[config.mk]
export PLATFORM = sky130hd
export DESIGN_NAME = pipelined_cla_adder_flat
export DESIGN_NICKNAME = d
export VERILOG_FILES = /design/src/rtl/pipelined_cla_adder_if.sv /design/src/rtl/pipelined_cla_adder.sv /design/src/flat_wrapper.sv
export SDC_FILE = /design/constraint.sdc
export NUM_CORES = 1
export LEC_CHECK = 0
export BUFFER_PORTS_ARGS = -buffer_cell sky130_fd_sc_hd__buf_2
export CAP_MARGIN = 20
export CORE_ASPECT_RATIO = 1.75
export CORE_MARGIN = 3
export CORE_UTILIZATION = 54
export CTS_BUF_LIST = sky130_fd_sc_hd__clkbuf_8 sky130_fd_sc_hd__clkbuf_16
export DETAILED_ROUTE_END_ITERATION = 12
export GPL_TIMING_DRIVEN = 0
export PLACE_DENSITY_LB_ADDON = 0.3
export SYNTH_ARGS = -nofsm -noshare
export SYNTH_HDL_FRONTEND = slang
export SYNTH_SLANG_ARGS = --single-unit
[constraint.sdc]
create_clock -name clk -period 4.2 [get_ports clk]
set_input_delay 0.84 -clock clk [delete_from_list [all_inputs] [get_ports clk]]
set_output_delay 0.84 -clock clk [all_outputs]
set_load 0.02 [all_outputs]
[src/rtl/pipelined_cla_adder_if.sv]
// Operand/result handshake bundle for pipelined_cla_adder.
// Carries the sat field only when PIPELINED_CLA_SAT_EN is defined.
interface pipelined_cla_adder_if #(
   parameter int WIDTH = 32
);
   logic             in_valid;
   logic             in_ready;
   logic [WIDTH-1:0] a;
   logic [WIDTH-1:0] b;
   logic             c_in;
   logic             sub;
`ifdef PIPELINED_CLA_SAT_EN
   logic             sat;
`endif
   logic             out_valid;
   logic             out_ready;
   logic [WIDTH-1:0] s;
   logic             c_out;
   logic             ovf;
   logic             zero;

`ifdef PIPELINED_CLA_SAT_EN
   modport master (
      output in_valid, a, b, c_in, sub, sat, out_ready,
      input  in_ready, out_valid, s, c_out, ovf, zero
   );
   modport slave (
      input  in_valid, a, b, c_in, sub, sat, out_ready,
      output in_ready, out_valid, s, c_out, ovf, zero
   );
`else
   modport master (
      output in_valid, a, b, c_in, sub, out_ready,
      input  in_ready, out_valid, s, c_out, ovf, zero
   );
   modport slave (
      input  in_valid, a, b, c_in, sub, out_ready,
      output in_ready, out_valid, s, c_out, ovf, zero
   );
`endif
endinterface

[src/rtl/pipelined_cla_adder.sv]
// Pipelined carry-lookahead adder/subtractor, latency WIDTH/(GROUP*GPS) cycles, one op per cycle.
// Optional saturation (sat input, clamp in final stage) is enabled by PIPELINED_CLA_SAT_EN.
module pipelined_cla_adder #(
   parameter int WIDTH = 32,
   parameter int GROUP = 4,
   parameter int GPS   = 2
) (
   input  logic                 clk,
   input  logic                 rst_n,
   pipelined_cla_adder_if.slave bus
);
   localparam int SLICE  = GROUP * GPS;
   localparam int STAGES = WIDTH / SLICE;
   localparam int LAST   = STAGES - 1;

   generate
      if (WIDTH % SLICE != 0) begin : g_width_check
         $error("pipelined_cla_adder: WIDTH must be a multiple of GROUP*GPS");
      end
   endgenerate

   // Returns {carry_out, carry_into_msb, sum} for one slice; group carries are lookahead.
   function automatic logic [SLICE+1:0] slice_add(
      input logic [SLICE-1:0] x,
      input logic [SLICE-1:0] y,
      input logic             cin
   );
      logic [SLICE-1:0] g;
      logic [SLICE-1:0] p;
      logic [SLICE:0]   c;
      logic [GPS-1:0]   gg;
      logic [GPS-1:0]   gp;
      logic [GPS:0]     gc;
      g     = x & y;
      p     = x ^ y;
      c     = {(SLICE+1){1'b0}};
      gc    = {(GPS+1){1'b0}};
      gc[0] = cin;
      for (int j = 0; j < GPS; j++) begin
         gg[j] = 1'b0;
         gp[j] = 1'b1;
         for (int i = 0; i < GROUP; i++) begin
            gg[j] = g[j*GROUP+i] | (p[j*GROUP+i] & gg[j]);
            gp[j] = gp[j] & p[j*GROUP+i];
         end
         gc[j+1] = gg[j] | (gp[j] & gc[j]);
      end
      for (int j = 0; j < GPS; j++) begin
         c[j*GROUP] = gc[j];
         for (int i = 0; i < GROUP - 1; i++) begin
            c[j*GROUP+i+1] = g[j*GROUP+i] | (p[j*GROUP+i] & c[j*GROUP+i]);
         end
      end
      c[SLICE] = gc[GPS];
      return {c[SLICE], c[SLICE-1], p ^ c[SLICE-1:0]};
   endfunction

   // Stage k registers hold the operation about to be resolved by stage k.
   logic [STAGES-1:0] valid_r;
   logic [STAGES-1:0] carry_r;
   logic [STAGES-1:0] sub_r;
   logic [WIDTH-1:0]  a_r   [STAGES];
   logic [WIDTH-1:0]  b_r   [STAGES];
   logic [WIDTH-1:0]  sum_r [STAGES];
`ifdef PIPELINED_CLA_SAT_EN
   logic [STAGES-1:0] sat_r;
`endif

   logic [SLICE+1:0]  res_s  [STAGES];
   logic [WIDTH-1:0]  sum_s  [STAGES];
   logic              cmsb_s [STAGES];
   logic [STAGES-1:0] cout_s;

   logic              adv_s;
   logic [WIDTH-1:0]  s_final_s;
   logic              c_out_s;
   logic              ovf_s;
   logic              zero_s;

   logic              out_valid_r;
   logic [WIDTH-1:0]  s_r;
   logic              c_out_r;
   logic              ovf_r;
   logic              zero_r;

   assign adv_s         = ~out_valid_r | bus.out_ready;
   assign bus.in_ready  = adv_s;
   assign bus.out_valid = out_valid_r;
   assign bus.s         = s_r;
   assign bus.c_out     = c_out_r;
   assign bus.ovf       = ovf_r;
   assign bus.zero      = zero_r;

   // Resolve each stage's slice and merge it into the travelling sum.
   always_comb begin
      for (int k = 0; k < STAGES; k++) begin
         res_s[k]                   = slice_add(a_r[k][k*SLICE +: SLICE], b_r[k][k*SLICE +: SLICE], carry_r[k]);
         sum_s[k]                   = sum_r[k];
         sum_s[k][k*SLICE +: SLICE] = res_s[k][SLICE-1:0];
         cmsb_s[k]                  = res_s[k][SLICE];
         cout_s[k]                  = res_s[k][SLICE+1];
      end
   end

   // Final-stage flags and optional clamp; a set sum MSB on overflow means the true result was positive.
   always_comb begin
      ovf_s   = cmsb_s[LAST] ^ cout_s[LAST];
      c_out_s = sub_r[LAST] ? ~cout_s[LAST] : cout_s[LAST];
`ifdef PIPELINED_CLA_SAT_EN
      if (sat_r[LAST] && ovf_s) begin
         s_final_s = sum_s[LAST][WIDTH-1] ? {1'b0, {(WIDTH-1){1'b1}}} : {1'b1, {(WIDTH-1){1'b0}}};
      end else begin
         s_final_s = sum_s[LAST];
      end
`else
      s_final_s = sum_s[LAST];
`endif
      zero_s = ~|s_final_s;
   end

   // Stage registers: the whole pipe shifts on adv_s and holds otherwise.
   always_ff @(posedge clk or negedge rst_n) begin
      if (!rst_n) begin
         valid_r <= {STAGES{1'b0}};
         carry_r <= {STAGES{1'b0}};
         sub_r   <= {STAGES{1'b0}};
         for (int k = 0; k < STAGES; k++) begin
            a_r[k]   <= {WIDTH{1'b0}};
            b_r[k]   <= {WIDTH{1'b0}};
            sum_r[k] <= {WIDTH{1'b0}};
         end
      end else if (adv_s) begin
         valid_r[0] <= bus.in_valid;
         a_r[0]     <= bus.a;
         b_r[0]     <= bus.sub ? ~bus.b : bus.b;
         carry_r[0] <= bus.sub ? ~bus.c_in : bus.c_in;
         sub_r[0]   <= bus.sub;
         sum_r[0]   <= {WIDTH{1'b0}};
         for (int k = 1; k < STAGES; k++) begin
            valid_r[k] <= valid_r[k-1];
            a_r[k]     <= a_r[k-1];
            b_r[k]     <= b_r[k-1];
            carry_r[k] <= cout_s[k-1];
            sub_r[k]   <= sub_r[k-1];
            sum_r[k]   <= sum_s[k-1];
         end
      end else begin
         valid_r <= valid_r;
      end
   end

`ifdef PIPELINED_CLA_SAT_EN
   // Saturation request travels alongside its operands.
   always_ff @(posedge clk or negedge rst_n) begin
      if (!rst_n) begin
         sat_r <= {STAGES{1'b0}};
      end else if (adv_s) begin
         sat_r <= {sat_r[STAGES-1:0] << 1} | {{(STAGES-1){1'b0}}, bus.sat};
      end else begin
         sat_r <= sat_r;
      end
   end
`endif

   // Output register: loads a finished result, keeps fields stable while the consumer stalls.
   always_ff @(posedge clk or negedge rst_n) begin
      if (!rst_n) begin
         out_valid_r <= 1'b0;
         s_r         <= {WIDTH{1'b0}};
         c_out_r     <= 1'b0;
         ovf_r       <= 1'b0;
         zero_r      <= 1'b0;
      end else if (adv_s) begin
         out_valid_r <= valid_r[LAST];
         if (valid_r[LAST]) begin
            s_r     <= s_final_s;
            c_out_r <= c_out_s;
            ovf_r   <= ovf_s;
            zero_r  <= zero_s;
         end else begin
            s_r     <= s_r;
         end
      end else begin
         out_valid_r <= out_valid_r;
      end
   end
endmodule

[src/flat_wrapper.sv]
// flat-port wrapper written by rule: the top's interface ports become plain ports
module pipelined_cla_adder_flat 
#(
   parameter int WIDTH = 32,
   parameter int GROUP = 4,
   parameter int GPS   = 2
)
  (clk, rst_n, bus_in_valid, bus_a, bus_b, bus_c_in, bus_sub, bus_out_ready, bus_in_ready, bus_out_valid, bus_s, bus_c_out, bus_ovf, bus_zero);
  pipelined_cla_adder_if #(.WIDTH(WIDTH)) bus_i ();
  input  logic clk;
  input  logic rst_n;
  input wire logic [$bits(bus_i.in_valid)-1:0] bus_in_valid;
  input wire logic [$bits(bus_i.a)-1:0] bus_a;
  input wire logic [$bits(bus_i.b)-1:0] bus_b;
  input wire logic [$bits(bus_i.c_in)-1:0] bus_c_in;
  input wire logic [$bits(bus_i.sub)-1:0] bus_sub;
  input wire logic [$bits(bus_i.out_ready)-1:0] bus_out_ready;
  output wire logic [$bits(bus_i.in_ready)-1:0] bus_in_ready;
  output wire logic [$bits(bus_i.out_valid)-1:0] bus_out_valid;
  output wire logic [$bits(bus_i.s)-1:0] bus_s;
  output wire logic [$bits(bus_i.c_out)-1:0] bus_c_out;
  output wire logic [$bits(bus_i.ovf)-1:0] bus_ovf;
  output wire logic [$bits(bus_i.zero)-1:0] bus_zero;
  assign bus_i.in_valid = bus_in_valid;
  assign bus_i.a = bus_a;
  assign bus_i.b = bus_b;
  assign bus_i.c_in = bus_c_in;
  assign bus_i.sub = bus_sub;
  assign bus_i.out_ready = bus_out_ready;
  assign bus_in_ready = bus_i.in_ready;
  assign bus_out_valid = bus_i.out_valid;
  assign bus_s = bus_i.s;
  assign bus_c_out = bus_i.c_out;
  assign bus_ovf = bus_i.ovf;
  assign bus_zero = bus_i.zero;
  pipelined_cla_adder #(.WIDTH(WIDTH), .GROUP(GROUP), .GPS(GPS)) u_core (.clk(clk), .rst_n(rst_n), .bus(bus_i));
endmodule
# Word-level counts from Yosys, hierarchy flattened
# Index checks and enable logic that the tools add are counted.
dict set report word_totals {
  word_cells 179
  input_bits 70
  out_inout_bits 37
  regBits 352
}
dict set report op_classes {
  n_mux 3
  reduce_logical 3
  bitwise_logic 154
}
# op count
set ops {}
lappend ops {{$and A1 B1 Y1} 80}
lappend ops {{$xor A8 B8 Y8} 8}
lappend ops {{$or A1 B1 Y1} 57}
lappend ops {{$and A8 B8 Y8} 4}
lappend ops {{$mux W32} 1}
lappend ops {{$not A32 Y32} 1}
lappend ops {{$reduce_or A32 Y1} 1}
lappend ops {{$not A1 Y1} 3}
lappend ops {{$mux W1} 2}
lappend ops {{$reduce_and A2 Y1} 1}
lappend ops {{$logic_not A1 Y1} 1}
lappend ops {{$xor A1 B1 Y1} 1}

# Logic depth before layout (Yosys ltp)
# Gate-level depths: netlist (run 1).
dict set report depth {
  ltp_word 17
  mapped_depth 11
  mapped_depth_nobuf 11
}

# Worst setup path before layout (run 1)
# No wires, ideal clock.
dict set report synth_path {
  kind {flip-flop to flip-flop}
  from {reg u_core.b_r[24] (netlist name)}
  to {reg u_core.zero_r (netlist: u_core.bus.zero)}
  setup_slack_ns 1.227
  required_ns 4.136
  stages_incl_launch_ff 12
  t_arrival_ns 2.909
  path_buffers 0
  synth_period_minus_slack_ns 2.973
  setup_time_ns 0.064
  path_cell_list {dfrtp_1 ha_1 a211o_1 a21oi_1 inv_1 fa_1 fa_1 fa_1 xnor2_1 nand2_1 nor4_1 a21o_1}
}
dict set report synth_between {
  elab_chain_cells 17
  elab_cells_between_ends 28
  cone_classes {bitwise: 26; reduce/logical: 2}
}
# element line
set synth_lines {}
lappend synth_lines {{start, declared} pipelined_cla_adder.sv:63} ;# logic [WIDTH-1:0] b_r [STAGES];
lappend synth_lines {{start signal, assigned by index} pipelined_cla_adder.sv:129} ;# b_r[k] <= {WIDTH{1'b0}};
lappend synth_lines {{start signal, assigned by index} pipelined_cla_adder.sv:142} ;# b_r[k] <= b_r[k-1];
lappend synth_lines {{$and A8 B8 Y8} pipelined_cla_adder.sv:34} ;# g = x & y;
lappend synth_lines {{$and A1 B1 Y1} pipelined_cla_adder.sv:43} ;# gg[j] = g[j*GROUP+i] | (p[j*GROUP+i] & gg[j]);
lappend synth_lines {{$or A1 B1 Y1} pipelined_cla_adder.sv:43}
lappend synth_lines {{$and A1 B1 Y1} pipelined_cla_adder.sv:43}
lappend synth_lines {{$or A1 B1 Y1} pipelined_cla_adder.sv:43}
lappend synth_lines {{$and A1 B1 Y1} pipelined_cla_adder.sv:43}
lappend synth_lines {{$or A1 B1 Y1} pipelined_cla_adder.sv:43}
lappend synth_lines {{$or A1 B1 Y1} pipelined_cla_adder.sv:46} ;# gc[j+1] = gg[j] | (gp[j] & gc[j]);
lappend synth_lines {{$and A1 B1 Y1} pipelined_cla_adder.sv:51} ;# c[j*GROUP+i+1] = g[j*GROUP+i] | (p[j*GROUP+i] & c[j*GROUP+i]);
lappend synth_lines {{$or A1 B1 Y1} pipelined_cla_adder.sv:51}
lappend synth_lines {{$and A1 B1 Y1} pipelined_cla_adder.sv:51}
lappend synth_lines {{$or A1 B1 Y1} pipelined_cla_adder.sv:51}
lappend synth_lines {{$and A1 B1 Y1} pipelined_cla_adder.sv:51}
lappend synth_lines {{$or A1 B1 Y1} pipelined_cla_adder.sv:51}
lappend synth_lines {{$xor A8 B8 Y8 *} pipelined_cla_adder.sv:55} ;# return {c[SLICE], c[SLICE-1], p ^ c[SLICE-1:0]};
lappend synth_lines {{$reduce_or A32 Y1 *} pipelined_cla_adder.sv:118} ;# zero_s = ~|s_final_s;
lappend synth_lines {{$logic_not A1 Y1 *} pipelined_cla_adder.sv:118}
lappend synth_lines {{end signal, assigned} pipelined_cla_adder.sv:179} ;# zero_r <= zero_s;
lappend synth_lines {{end, declared} pipelined_cla_adder.sv:84} ;# logic zero_r;
# Mark *: on every way between the ends. The rest lies on a longest branch, timed or not.
# A chain may end at the register's enable or synchronous reset.

==> out/metrics.cfg, run 1 <==
[sta]
rsz0062_at_grt=false
slew_headroom=0.507
min_period_ns=3.60
setup_viol=0
fin_tns_setup_ns=0
finalHoldViolCount=0
tightest_slew_ns=0.733
min_period_over_period=0.857
max_freq_ghz=0.278
skew_ns=0.0116
final_max_slew_viol_count=0

[drt]
num_vias=7826
ant_nets=0
wire_per_inst_um=15.4
wl_mm=23.7
vias_per_cell=5.09
drt_first_pass_iters=4
drc_errors=0
drtIter0Drc=465

[logic_synthesis]
async_flop_share=1.00
synth-main-ff-cell=dfrtp_1
synth_cells=1147
synth_area_leaders=dfrtp_1 58%, nand2_1 19%, fa_1 4.3%
synth_edf_count=0
synth_nets=1273
synth_top_area_cell=dfrtp_1
yosysUniqueCellTypes=31
ys_ff_latch=256
synth_top_area_frac=0.576
synth_seq_area_share=0.576
syn-cell-area_um2=11100
synth_warnings=0
syn_area_per_cell_um2=9.69

[power]
power_density_nw_per_um2=788
power_mw=10.1
p_leak_nw=6.70
ir_drop_v=0.000537

[floorplan]
start_util=0.556
dieArea_um2=22400
coreArea_um2=20000
die_w_um=114
dieHeight_um=196
ios=107
rows=68

[clock_tree]
cts-resized-gates=0
htreeDepth=1
ctsRootBufferMaster=clkbuf_16
tritoncts=done
clock_path_buffers=3
clkSinkCount=256
clk_latency_ns=0.51
cts_setup_buffers=0
cts_hold_buf=0
path_clk_slew_ns=0.07
numCtsBuffers=22

[global_routing]
grt_max_degree=128
grt_pass1_vias=8145
antenna_found_initial=0
top_usage_layer=met2
grt_use_met2=0.395
grt_usage=0.221
met3_usage=0.0275
grt_pass1_wl_mm=39.7
grt-ovfl-total=0
grt_use_met1=0.266

[hold_path]
min_path_type=in -> async

[cells_and_area]
diodes=0
fill_cells=1640
finalNonFillerCells=1539
drive_above_1_share=0.131
area_growth_pct=15.2
nNetsFinal=1404

[flow_run]
cap_violations=0

[critical_path]
end_kind=register
arrival_ns=4.05
cp_slowest_cell=fa_1
critPathLaunchType=register
path_common_cell=fa_1
path_class=reg -> reg
cp.required_ns=4.65
slowest_delay_ns=0.46
cp_max_fo=2
crit_chain=ha_1, a211o_1, a21oi_1, inv_1, fa_1, fa_1, fa_1, nor4_1, nand4_1, nor4_1, a21o_1

[placement]
place_inst=1499
dp_hpwl_mm=17.5
portBuffers=105
place.gp.congestion=0.839

[outcome]
status=finished clean

[per-stage QoR]
stage | setup WS, ns | cell area, µm² | hold WS (ns) | util
2_1_floorplan | 1.23 | 11100 | 0.439 | -
3_3_place_gp | -2.13 | 12000 | 0.449 | 0.598
3_5_place_dp | 0.572 | 12000 | 0.455 | 0.601
4_1_cts | 0.552 | 12800 | 0.193 | 0.641
5_1_grt | 0.471 | 12800 | 0.200 | 0.641
6_report | 0.601 | 12800 | 0.194 | 0.641
[worst max-delay path: cells and delay by family, from the launching register on]
kind	cells	cell delay, ns
AND/OR/NAND/NOR	3	0.96
buffers and inverters	1	0.08
flip-flops	1	0.38
adder cells (fa/ha/maj)	4	1.52
AO/OA/AOI/OAI	3	0.62
[layout make-up]
class / count / area [µm²] / area share
Buffer: 57 / 243 / 0.0189
Tap cell: 245 / 307 / 0.0239
Inverter: 22 / 82.6 / 0.00645
Timing Repair Buffer: 107 / 591 / 0.0461
Sequential cell: 256 / 6410 / 0.500
Multi-Input combinational cell: 812 / 4390 / 0.342
Clock inverter: 7 / 82.6 / 0.00645
Clock buffer: 33 / 713 / 0.0557
[cells by family after synthesis]
logic type | share of synthesized area
AND/OR/NAND/NOR | 0.205
flip-flops | 0.576
AO/OA/AOI/OAI | 0.0458
buffers and inverters | 0.0293
adder cells (fa/ha/maj) | 0.0792
XOR/XNOR | 0.0323
multiplexers | 0.0324
[metal layers]
layer | up-vias | wire length (µm)
li1 | 3891 | -
met1 | 3725 | 9300
met2 | 162 | 12500
met3 | 48 | 995
met4 | 0 | 907
met5 | - | 0
[cells in the mapped netlist, types with 2 or more instances]
cell       number
o311a_1         2
nor3_1          3
buf_1           2
dfrtp_1       256
buf_2          23
nand3_1         2
o21ai_1         6
mux2_1         32
a21o_1          9
and3_1          2
nor4_1          7
nand4_1         4
inv_1          21
xnor2_1        39
nand2_1       563
xor2_1          2
nor2_1          6
clkbuf_1       32
o21ai_0        53
ha_1           32
fa_1           24
o2111ai_1       2
a21oi_1        16
or4_1           2
[cell usage in the layout (no fill, tap or decap), drive strengths merged, types with 2 or more instances in the layout]
| cell type | instances |
|---|---|
| nand4 | 4 |
| dfrtp | 256 |
| a21o | 9 |
| a21oi | 16 |
| buf | 132 |
| clkbuf | 65 |
| mux2 | 32 |
| o2111ai | 2 |
| nor4 | 7 |
| nand3 | 2 |
| o21ai | 59 |
| nor2 | 6 |
| fa | 24 |
| and3 | 2 |
| inv | 24 |
| or4 | 2 |
| o311a | 2 |
| nor3 | 3 |
| bufinv | 2 |
| xor2 | 2 |
| nand2 | 563 |
| clkinv | 3 |
| ha | 32 |
| xnor2 | 39 |
[state kept, by name, summed over array words and instances, names as in the netlist]
register	flops
u_core.bus.s	32
u_core.sum_r	24
u_core.bus.out_valid	1
u_core.valid_r	4
u_core.bus.zero	1
u_core.b_r	80
u_core.bus.c_out	1
u_core.s_final_s	24
u_core.carry_r	4
u_core.a_r	80
u_core.bus.ovf	1
u_core.sub_r	4
[worst paths after layout]
check                                     start               to  slack [ns]  cells past startpoint
worst max-delay path             u_core.b_r[24]  u_core.bus.zero        0.60                     11
max in group asynchronous                 rst_n   u_core.b_r[61]        2.69                      3
worst min-delay path                      rst_n  u_core.b_r[102]        0.19                      1
worst min register to register  u_core.a_r[124]   u_core.a_r[92]        0.47                      2
worst max register to register   u_core.b_r[24]  u_core.bus.zero        0.60                     11
min in group clk                u_core.a_r[124]   u_core.a_r[92]        0.47                      2
[where the power goes]
group	switching, mW	internal (mW)
clock network	0.884	1.29
logic	2.18	1.46
registers	0.718	3.56
total	3.78	6.31
Note: power is estimated with default switching activity, not from simulation.
==> inputs of run 2 (changes only) <==
Settings changed: ABC_AREA set to 1, CAP_MARGIN 20 to not set.
==> run 2 against run 1 <==
Compared with the run above: sequential power down 1%; register-to-register slack gained 0.59 ns; sequential cell count did not move; die area grew 0.96%.
==> out/metrics.cfg, run 2 <==
[outcome]
status=finished clean

[cells_and_area]
drive_above_1_share=0.145
diodes=0
regArea_um2=6410
final_area_um2=12900
nNetsFinal=1441
fill_cells=1708
layout.cells.most_common=nand2_1
area_growth_pct=14.9
multiInputGateArea_um2=4120
mostFrequentLayoutCells=465 x nand2_1, 256 x dfrtp_1, 127 x o21ai_0, 118 x buf_2, 90 x inv_1

[drt]
vias_per_cell=5.10
ant_nets=0
drtIter0Drc=459
drc_errors=0
wl_mm=24.4
num_vias=8039
wire_per_inst_um=15.5
drt_first_pass_iters=4

[critical_path]
cp_max_fo=3
slowest_delay_ns=0.47
critPathLaunchType=register
path_common_cell=fa_1
end_kind=register
cp.required_ns=4.60
path_class=reg -> reg
cp_slowest_cell=fa_1
crit_chain=ha_1, nand2_1, a21oi_1, o21ai_0, nand3_1, fa_1, fa_1, fa_1, xnor2_1, o21ai_0
arrival_ns=3.41
ff2ff_path_depth=10

[clock_tree]
cts_hold_buf=0
cts-resized-gates=0
tritoncts=done
clk_latency_ns=0.52
path_clk_slew_ns=0.07
ctsRootBufferMaster=clkbuf_16
clock_path_buffers=3
htreeDepth=1
numCtsBuffers=23
cts_setup_buffers=0
clkSinkCount=256

[logic_synthesis]
synth_seq_area_share=0.570
synth.most_common_cell=nand2_1
synth_warnings=0
synth_common_cells=465 x nand2_1, 256 x dfrtp_1, 127 x o21ai_0
synth_top_area_cell=dfrtp_1
async_flop_share=1.00
synth_edf_count=0
syn-cell-area_um2=11200
synth_nets=1309
syn_area_per_cell_um2=9.49
synth-main-ff-cell=dfrtp_1
ys_ff_latch=256
synth_top_area_frac=0.570
synth_area_leaders=dfrtp_1 57%, nand2_1 16%, o21ai_0 5.7%
yosysUniqueCellTypes=27
synth_cells=1183

[power]
p_leak_nw=6.64
ir_drop_v=0.000408
power_mw=10.1
power_density_nw_per_um2=783

[global_routing]
grt_pass1_vias=8363
antenna_found_initial=0
grt-ovfl-total=0
grt_pass1_wl_mm=41.0
grt_max_degree=120
grt_usage=0.225

[placement]
place_area_um2=12100
place.gp.congestion=0.861
dp_hpwl_mm=18.1
portBuffers=105

[floorplan]
die_w_um=115
dieArea_um2=22600
dieHeight_um=197
start_util=0.551
ios=107
rows=69
coreArea_um2=20400

[sta]
min_period_over_period=0.716
setup_viol=0
slew_headroom=0.553
fin_tns_setup_ns=0
finalHoldViolCount=0
max_freq_ghz=0.332
rsz0062_at_grt=false
skew_ns=0.0173
final_max_slew_viol_count=0
min_period_ns=3.01
tightest_slew_ns=0.671

[hold_path]
min_path_type=in -> async

[flow_run]
cap_violations=0

-- run 2: changes by cell type in the layout (fill, tap and decap cells not counted), sizes merged, moves of 3 or more --
cell	change
nand2	-98
o21ai	+99
inv	+69
or2	+4
a21o	-9
mux2	-32
nor2	+11
o21bai	+3
clkbuf	-25
buf	+21
nand3	+11
clkinv	-3
-- run 2: per-layer routing --
metal / global-route usage / wire length, µm / share of wire / vias up
li1: - / - / - / 3968
met1: 0.276 / 9540 / 0.39 / 3865
met2: 0.409 / 13200 / 0.54 / 157
met3: 0.0240 / 810 / 0.033 / 49
met4: 0.0753 / 813 / 0.033 / 0
met5: 0 / 0 / 0 / -
-- run 2: final cells by class --
class | count | area share
clock buffers | 28 | 0.0499
multi-input cells | 783 | 0.319
flip-flops and latches | 256 | 0.496
plain buffers | 58 | 0.0296
clock inverters | 11 | 0.00999
inverters | 86 | 0.0254
repair buffers | 107 | 0.0458
well taps | 248 | 0.0240
-- run 2: power breakdown --
group | total [mW] | switching (mW) | internal [mW] | leakage [nW]
logic | 3.73 | 2.28 | 1.45 | 3.12
registers | 4.23 | 0.679 | 3.55 | 3.12
clock network | 2.15 | 0.882 | 1.27 | 0.398
-- run 2: metrics by stage --
step	hold WS, ns	std cells	setup slack [ns]	utilization
after floorplan	0.442	1183	1.46	-
after global placement	0.451	1536	-2.11	0.592
after detailed placement	0.454	1538	1.18	0.595
after CTS	0.152	1577	1.17	0.633
after global routing	0.151	1577	0.954	0.633
final	0.159	1577	1.19	0.633
-- run 2: critical path, delay by kind of cell (launching register included) --
family	cells	cell delay, ns
and+or+nand+nor	2	0.21
DFF	1	0.41
AOI/OAI and AO/OA	3	0.31
adders and majority gates	4	1.70
xor gates and xnor gates	1	0.27
-- run 2: path summary, 6_finish.rpt --
kind                                start          endpoint  slack, ns
setup / recovery           u_core.b_r[73]  u_core.sum_r[47]       1.19
hold / removal                      rst_n    u_core.b_r[62]       0.16
setup reg to reg           u_core.b_r[73]  u_core.sum_r[47]       1.19
hold reg to reg            u_core.a_r[63]    u_core.a_r[31]       0.46
max in group asynchronous           rst_n   u_core.b_r[110]       2.71
min in group clk           u_core.a_r[63]    u_core.a_r[31]       0.46
-- run 2: cell families after synthesis --
family                     share of synthesized area
buffers and inverters                         0.0632
AOI/OAI and AO/OA                             0.0798
and+or+nand+nor                                0.176
DFF                                            0.570
adders and majority gates                     0.0784
xor gates and xnor gates                      0.0320
